**src/rtl/cmp_seq_ctrl_pkg.sv**
```systemverilog
// rtl/cmp_seq_ctrl_pkg.sv - shared slice width, FSM encoding and index sizing helper
package cmp_seq_ctrl_pkg;

    localparam int SLICE_W = 8;

    typedef enum logic {
        IDLE    = 1'b0,
        COMPARE = 1'b1
    } state_e;

    // Keeps the slice index at least one bit wide for the single-slice case.
    function automatic int idx_width(input int slices);
        return (slices > 1) ? $clog2(slices) : 1;
    endfunction

endpackage

```
**src/rtl/cmp_seq_ctrl_comparator_8.sv**
```systemverilog
// rtl/cmp_seq_ctrl_comparator_8.sv - cascadable unsigned 8-bit magnitude comparator slice
module comparator_8 (
    input  logic [7:0] a_i,
    input  logic [7:0] b_i,
    input  logic       eq_prev_i,
    input  logic       gt_prev_i,
    output logic       eq_o,
    output logic       gt_o
);

    assign eq_o = eq_prev_i & (a_i == b_i);
    assign gt_o = gt_prev_i | (eq_prev_i & (a_i > b_i));

endmodule

```
**src/rtl/cmp_seq_ctrl.sv**
```systemverilog
// rtl/cmp_seq_ctrl.sv - multi-cycle wide comparator, one 8-bit slice per cycle, MS slice first
module cmp_seq_ctrl
    import cmp_seq_ctrl_pkg::*;
#(
    parameter int WIDTH = 32
) (
    input  logic             clk,
    input  logic             reset,
    input  logic             start,
    input  logic             signed_cmp,
    input  logic [WIDTH-1:0] a_in,
    input  logic [WIDTH-1:0] b_in,
    output logic             busy,
    output logic             done,
    output logic             eq,
    output logic             gt,
    output logic             lt
);

    localparam int SLICES = WIDTH / SLICE_W;
    localparam int IDX_W  = idx_width(SLICES);
    localparam logic [IDX_W-1:0] LAST_IDX = IDX_W'(SLICES - 1);

    state_e             state_q;
    logic [WIDTH-1:0]   a_q, b_q;
    logic               signed_q;
    logic [IDX_W-1:0]   idx_q;
    logic               eq_acc_q, gt_acc_q;
    logic               busy_q, done_q, eq_q, gt_q, lt_q;

    logic [SLICE_W-1:0] slice_a_d, slice_b_d;
    logic               cmp_eq_d, cmp_gt_d;

    // Flipping the sign bit of the top slice maps two's-complement order onto unsigned order.
    always_comb begin
        slice_a_d = a_q[{idx_q, 3'b000} +: SLICE_W];
        slice_b_d = b_q[{idx_q, 3'b000} +: SLICE_W];
        if (signed_q && (idx_q == LAST_IDX)) begin
            slice_a_d[SLICE_W-1] = ~slice_a_d[SLICE_W-1];
            slice_b_d[SLICE_W-1] = ~slice_b_d[SLICE_W-1];
        end
    end

    comparator_8 u_cmp (
        .a_i       (slice_a_d),
        .b_i       (slice_b_d),
        .eq_prev_i (eq_acc_q),
        .gt_prev_i (gt_acc_q),
        .eq_o      (cmp_eq_d),
        .gt_o      (cmp_gt_d)
    );

    always_ff @(posedge clk) begin
        if (reset) begin
            state_q  <= IDLE;
            a_q      <= '0;
            b_q      <= '0;
            signed_q <= 1'b0;
            idx_q    <= LAST_IDX;
            eq_acc_q <= 1'b1;
            gt_acc_q <= 1'b0;
            busy_q   <= 1'b0;
            done_q   <= 1'b0;
            eq_q     <= 1'b0;
            gt_q     <= 1'b0;
            lt_q     <= 1'b0;
        end else begin
            done_q <= 1'b0;
            case (state_q)
                IDLE: begin
                    if (start) begin
                        a_q      <= a_in;
                        b_q      <= b_in;
                        signed_q <= signed_cmp;
                        idx_q    <= LAST_IDX;
                        eq_acc_q <= 1'b1;
                        gt_acc_q <= 1'b0;
                        busy_q   <= 1'b1;
                        state_q  <= COMPARE;
                    end
                end
                COMPARE: begin
                    eq_acc_q <= cmp_eq_d;
                    gt_acc_q <= cmp_gt_d;
                    if ((idx_q == '0) || !cmp_eq_d) begin
                        eq_q    <= cmp_eq_d;
                        gt_q    <= cmp_gt_d;
                        lt_q    <= ~cmp_eq_d & ~cmp_gt_d;
                        done_q  <= 1'b1;
                        busy_q  <= 1'b0;
                        state_q <= IDLE;
                    end else begin
                        idx_q <= idx_q - 1'b1;
                    end
                end
                default: state_q <= IDLE;
            endcase
        end
    end

    assign busy = busy_q;
    assign done = done_q;
    assign eq   = eq_q;
    assign gt   = gt_q;
    assign lt   = lt_q;

endmodule

```
**config.mk**
```make
export PLATFORM = sky130hd
export DESIGN_NAME = cmp_seq_ctrl
export DESIGN_NICKNAME = d
export VERILOG_FILES = /design/src/rtl/cmp_seq_ctrl_pkg.sv /design/src/rtl/cmp_seq_ctrl_comparator_8.sv /design/src/rtl/cmp_seq_ctrl.sv
export SDC_FILE = /design/constraint.sdc
export NUM_CORES = 1
export LEC_CHECK = 0
export BUFFER_PORTS_ARGS = -buffer_cell sky130_fd_sc_hd__buf_2
export CAP_MARGIN = 40
export CORE_ASPECT_RATIO = 0.8
export CORE_MARGIN = 2
export CORE_UTILIZATION = 50
export DETAILED_ROUTE_END_ITERATION = 10
export PLACE_DENSITY = 0.8
export SYNTH_ARGS = -nofsm -noshare
export SYNTH_HDL_FRONTEND = slang
export SYNTH_HIERARCHICAL = 1
export SYNTH_SLANG_ARGS = --single-unit
```
**constraint.sdc**
```tcl
create_clock -name clk -period 3.4 [get_ports clk]
set_clock_uncertainty 0.15 [all_clocks]
set_input_delay 0.17 -clock clk [delete_from_list [all_inputs] [get_ports clk]]
set_output_delay 0.17 -clock clk [all_outputs]
set_load 0.01 [all_outputs]
```
==> out/results.tsv <==
metric	value	unit
status	finished, final reports clean	
insertedDiodeCount	0	
insertion_delay_to_the_later_sink_of_the_worst_skew_pair	0.35	ns
routabilityCongestion	0.849	
avg_inst_size_synth	9.09	µm²
timing.critical_path.fanout_max	10	
flow.area_growth_from_synthesis	37.7	%
final_max_slew_viol_count	0	
tritoncts_num_sinks	75	
grt_usage	0.251	
timing.critical_path.required	3.54	ns
ioPinCount	73	
max-slew-margin-rel	0.375	
final_area	0.00477	mm²
layout_common_cells	nand2_1, dfxtp_1, buf_2	
cts_buffers	9	
die-height	78.5	µm
netlist_instances	381	
finalNetCount	593	
post_cts.repair.setup_buffers	0	
die_width	97.1	µm
worst_max_slew_pin_slew	0.936	ns
tritoncts	built	
post-dp-hpwl	5.48	mm
setup_tns	0	ns
worst_r2r_endpoint	lt$_SDFFE_PP0P_	
initialDrtViolationCount	183	
worst-r2r-setup-slack	0.29	ns
dominant_cells_by_area_after_synthesis	dfxtp_1, nand2_1, mux4_2	
drt-pass1-iter-count	4	
final_layout_size_suffix_gt1_frac	0.298	
gr-total-overflow	0	
maximum_number_of_pins_on_one_net_before_global_route_repair	46	
rsz0062_at_grt	false	
max_cap_violations	0	
fin_crit	3.11	ns
antenna_violations_before_repair	0	
wirelength	9.11	mm
worst-endpoint-arrival	3.25	ns
number_of_remaining_drc_errors	0	
max_freq	0.322	GHz
clk_pin_slew	0.07	ns
ant_nets	0	
synth_area	0.00346	mm²
yosysSeqAreaShare	0.433	
ctsLongestPathBuffers	2	
worstRegToRegCells	9	
die_area	0.00762	mm²
clock_tree.root_cell	clkbuf_8	
min_delay_path_depth	2	
vdd.ir_drop.worst	0.249	mV
detailed_route_via_count	3156	
worst_hold_startpoint	reset	
timing.final.crit_share	0.914	
yosys_warn_count	6	
area_share_of_the_largest_cell_type_after_synthesis	0.433	
criticalPathCategory	reg -> reg	
synth_unique_cells	35	
cts-resized-gates	0	
h_tree_depth	3	
power_density	452	mW/mm²
ys_seq_elements	75	
power_leakage	0.00200	µW
via_count_of_the_first_global_routing_pass	3262	
type_of_destination_of_the_critical_path	flop	
setup_viol	0	
r2r-start	idx_q[0]$_SDFFE_PP1P_	
placeable_core_region	0.00679	mm²
drt-vias-per-instance	5.20	
whs_endpoint	b_q[13]$_SDFFE_PP0P_	
routedWlPerCell	15.0	µm
grt_first_pass_wirelength	15.3	mm
synth.net_count	459	
timing_hold_violations_final	0	
num-fill-cells	470	
synth_top_area_cell	dfxtp_1	
effective_utilization_at_floorplan	0.510	
leading_cell_type_in_the_layout_fill_and_taps_excluded	nand2_1	
min_path_type	in -> reg	
cp-start-kind	flop	
placement.io_buffers	72	
core.rowCount	27	
placedInstanceArea	0.00382	mm²
## power by group
group | total [µW] | leakage (µW) | internal, µW | switching [µW]
clock network | 821 | 0.000123 | 505 | 316
registers | 971 | 0.000616 | 933 | 38.1
logic | 366 | 0.00126 | 189 | 176
total | 2160 | 0.00200 | 1630 | 530
## state kept, by name, indices dropped and copies added (netlist names)
signal and cells:
signed_q 1, eq_acc_q 1, gt 1, b_q 32, idx_q 2, gt_acc_q 1, done 1, busy 1
lt 1, a_q 32, eq 1, state_q 1
## cell type report
cell class | instances | area (µm²) | share of cell area
well taps | 87 | 109 | 0.0228
multi-input cells | 265 | 1700 | 0.356
clock inverters | 5 | 100 | 0.0210
flip-flops and latches | 75 | 1500 | 0.315
clock buffers | 11 | 141 | 0.0296
repair buffers | 152 | 1180 | 0.246
inverters | 12 | 45.0 | 0.00944
## layer usage
layer	vias to the layer above	routed length (µm)	GRT usage
li1	1544	-	-
met1	1484	3870	0.302
met2	100	4480	0.419
met3	28	493	0.0766
met4	0	259	0.111
met5	-	0	0
## worst max-delay path by stage
stage	start	end	depth (start not counted)
final	idx_q[0]$_SDFFE_PP1P_	lt$_SDFFE_PP0P_	9
after global routing	idx_q[0]$_SDFFE_PP1P_	lt$_SDFFE_PP0P_	9
after CTS	idx_q[0]$_SDFFE_PP1P_	lt$_SDFFE_PP0P_	9
after detailed placement	idx_q[0]$_SDFFE_PP1P_	lt$_SDFFE_PP0P_	10
after global placement	idx_q[0]$_SDFFE_PP1P_	lt$_SDFFE_PP0P_	10
after floorplan	idx_q[0]$_SDFFE_PP1P_	lt$_SDFFE_PP0P_	10
## critical path, cell delays in order (launching register included)
cell	delay (ns)
dfxtp_1	0.55
buf_4	0.29
mux4_2	0.52
ha_1	0.35
nand4_1	0.19
o21ai_1	0.23
a211oi_1	0.06
or3_1	0.39
nand2b_1	0.17
a21oi_1	0.14
## synthesized netlist by cell type
cell,n
nor2b_4,1
o21bai_1,1
or3_1,1
buf_12,3
ha_1,10
mux4_2,16
nor2b_1,3
o22ai_1,1
buf_2,5
nand3b_1,2
a21oi_2,20
nand2b_1,2
a21o_1,1
nor3b_1,2
nor2_1,4
a21oi_1,53
a31oi_1,1
buf_6,4
inv_1,12
nand4_1,1
nand2_2,20
a211oi_1,1
dfxtp_1,75
xnor2_1,2
o211ai_1,1
nor3_1,4
o21ai_1,1
buf_4,7
nand2_1,111
clkbuf_1,9
o31a_1,1
nand3_1,2
o21ai_0,2
nand4_2,1
clkbuf_2,1
## per-stage QoR
step	instances	utilization	worst slack (ns)	total power (µW)	hold slack, ns
after CTS	607	0.703	0.313	2150	0.0100
after global routing	607	0.703	0.0944	2240	0.0496
after global placement	518	0.557	0.435	1260	0.263
after floorplan	381	-	0.742	1200	0.156
final	607	0.703	0.293	2160	0.0288
after detailed placement	520	0.563	0.328	1280	0.268
## cell families after synthesis
group / count (synthesis) / share of synthesized area
muxes: 16 / 0.104
AOI/OAI and AO/OA: 83 / 0.146
buffers and inverters: 41 / 0.0769
DFF: 75 / 0.433
xor gates and xnor gates: 2 / 0.00506
and+or+nand+nor: 154 / 0.198
adders and majority gates: 10 / 0.0361
## timing repair
item,in CTS,in global routing
setup endpoints to repair,0,0
hold buffers,71,0
endpoints found under the hold margin,66,0
Note: power is estimated with default switching activity, not from simulation.
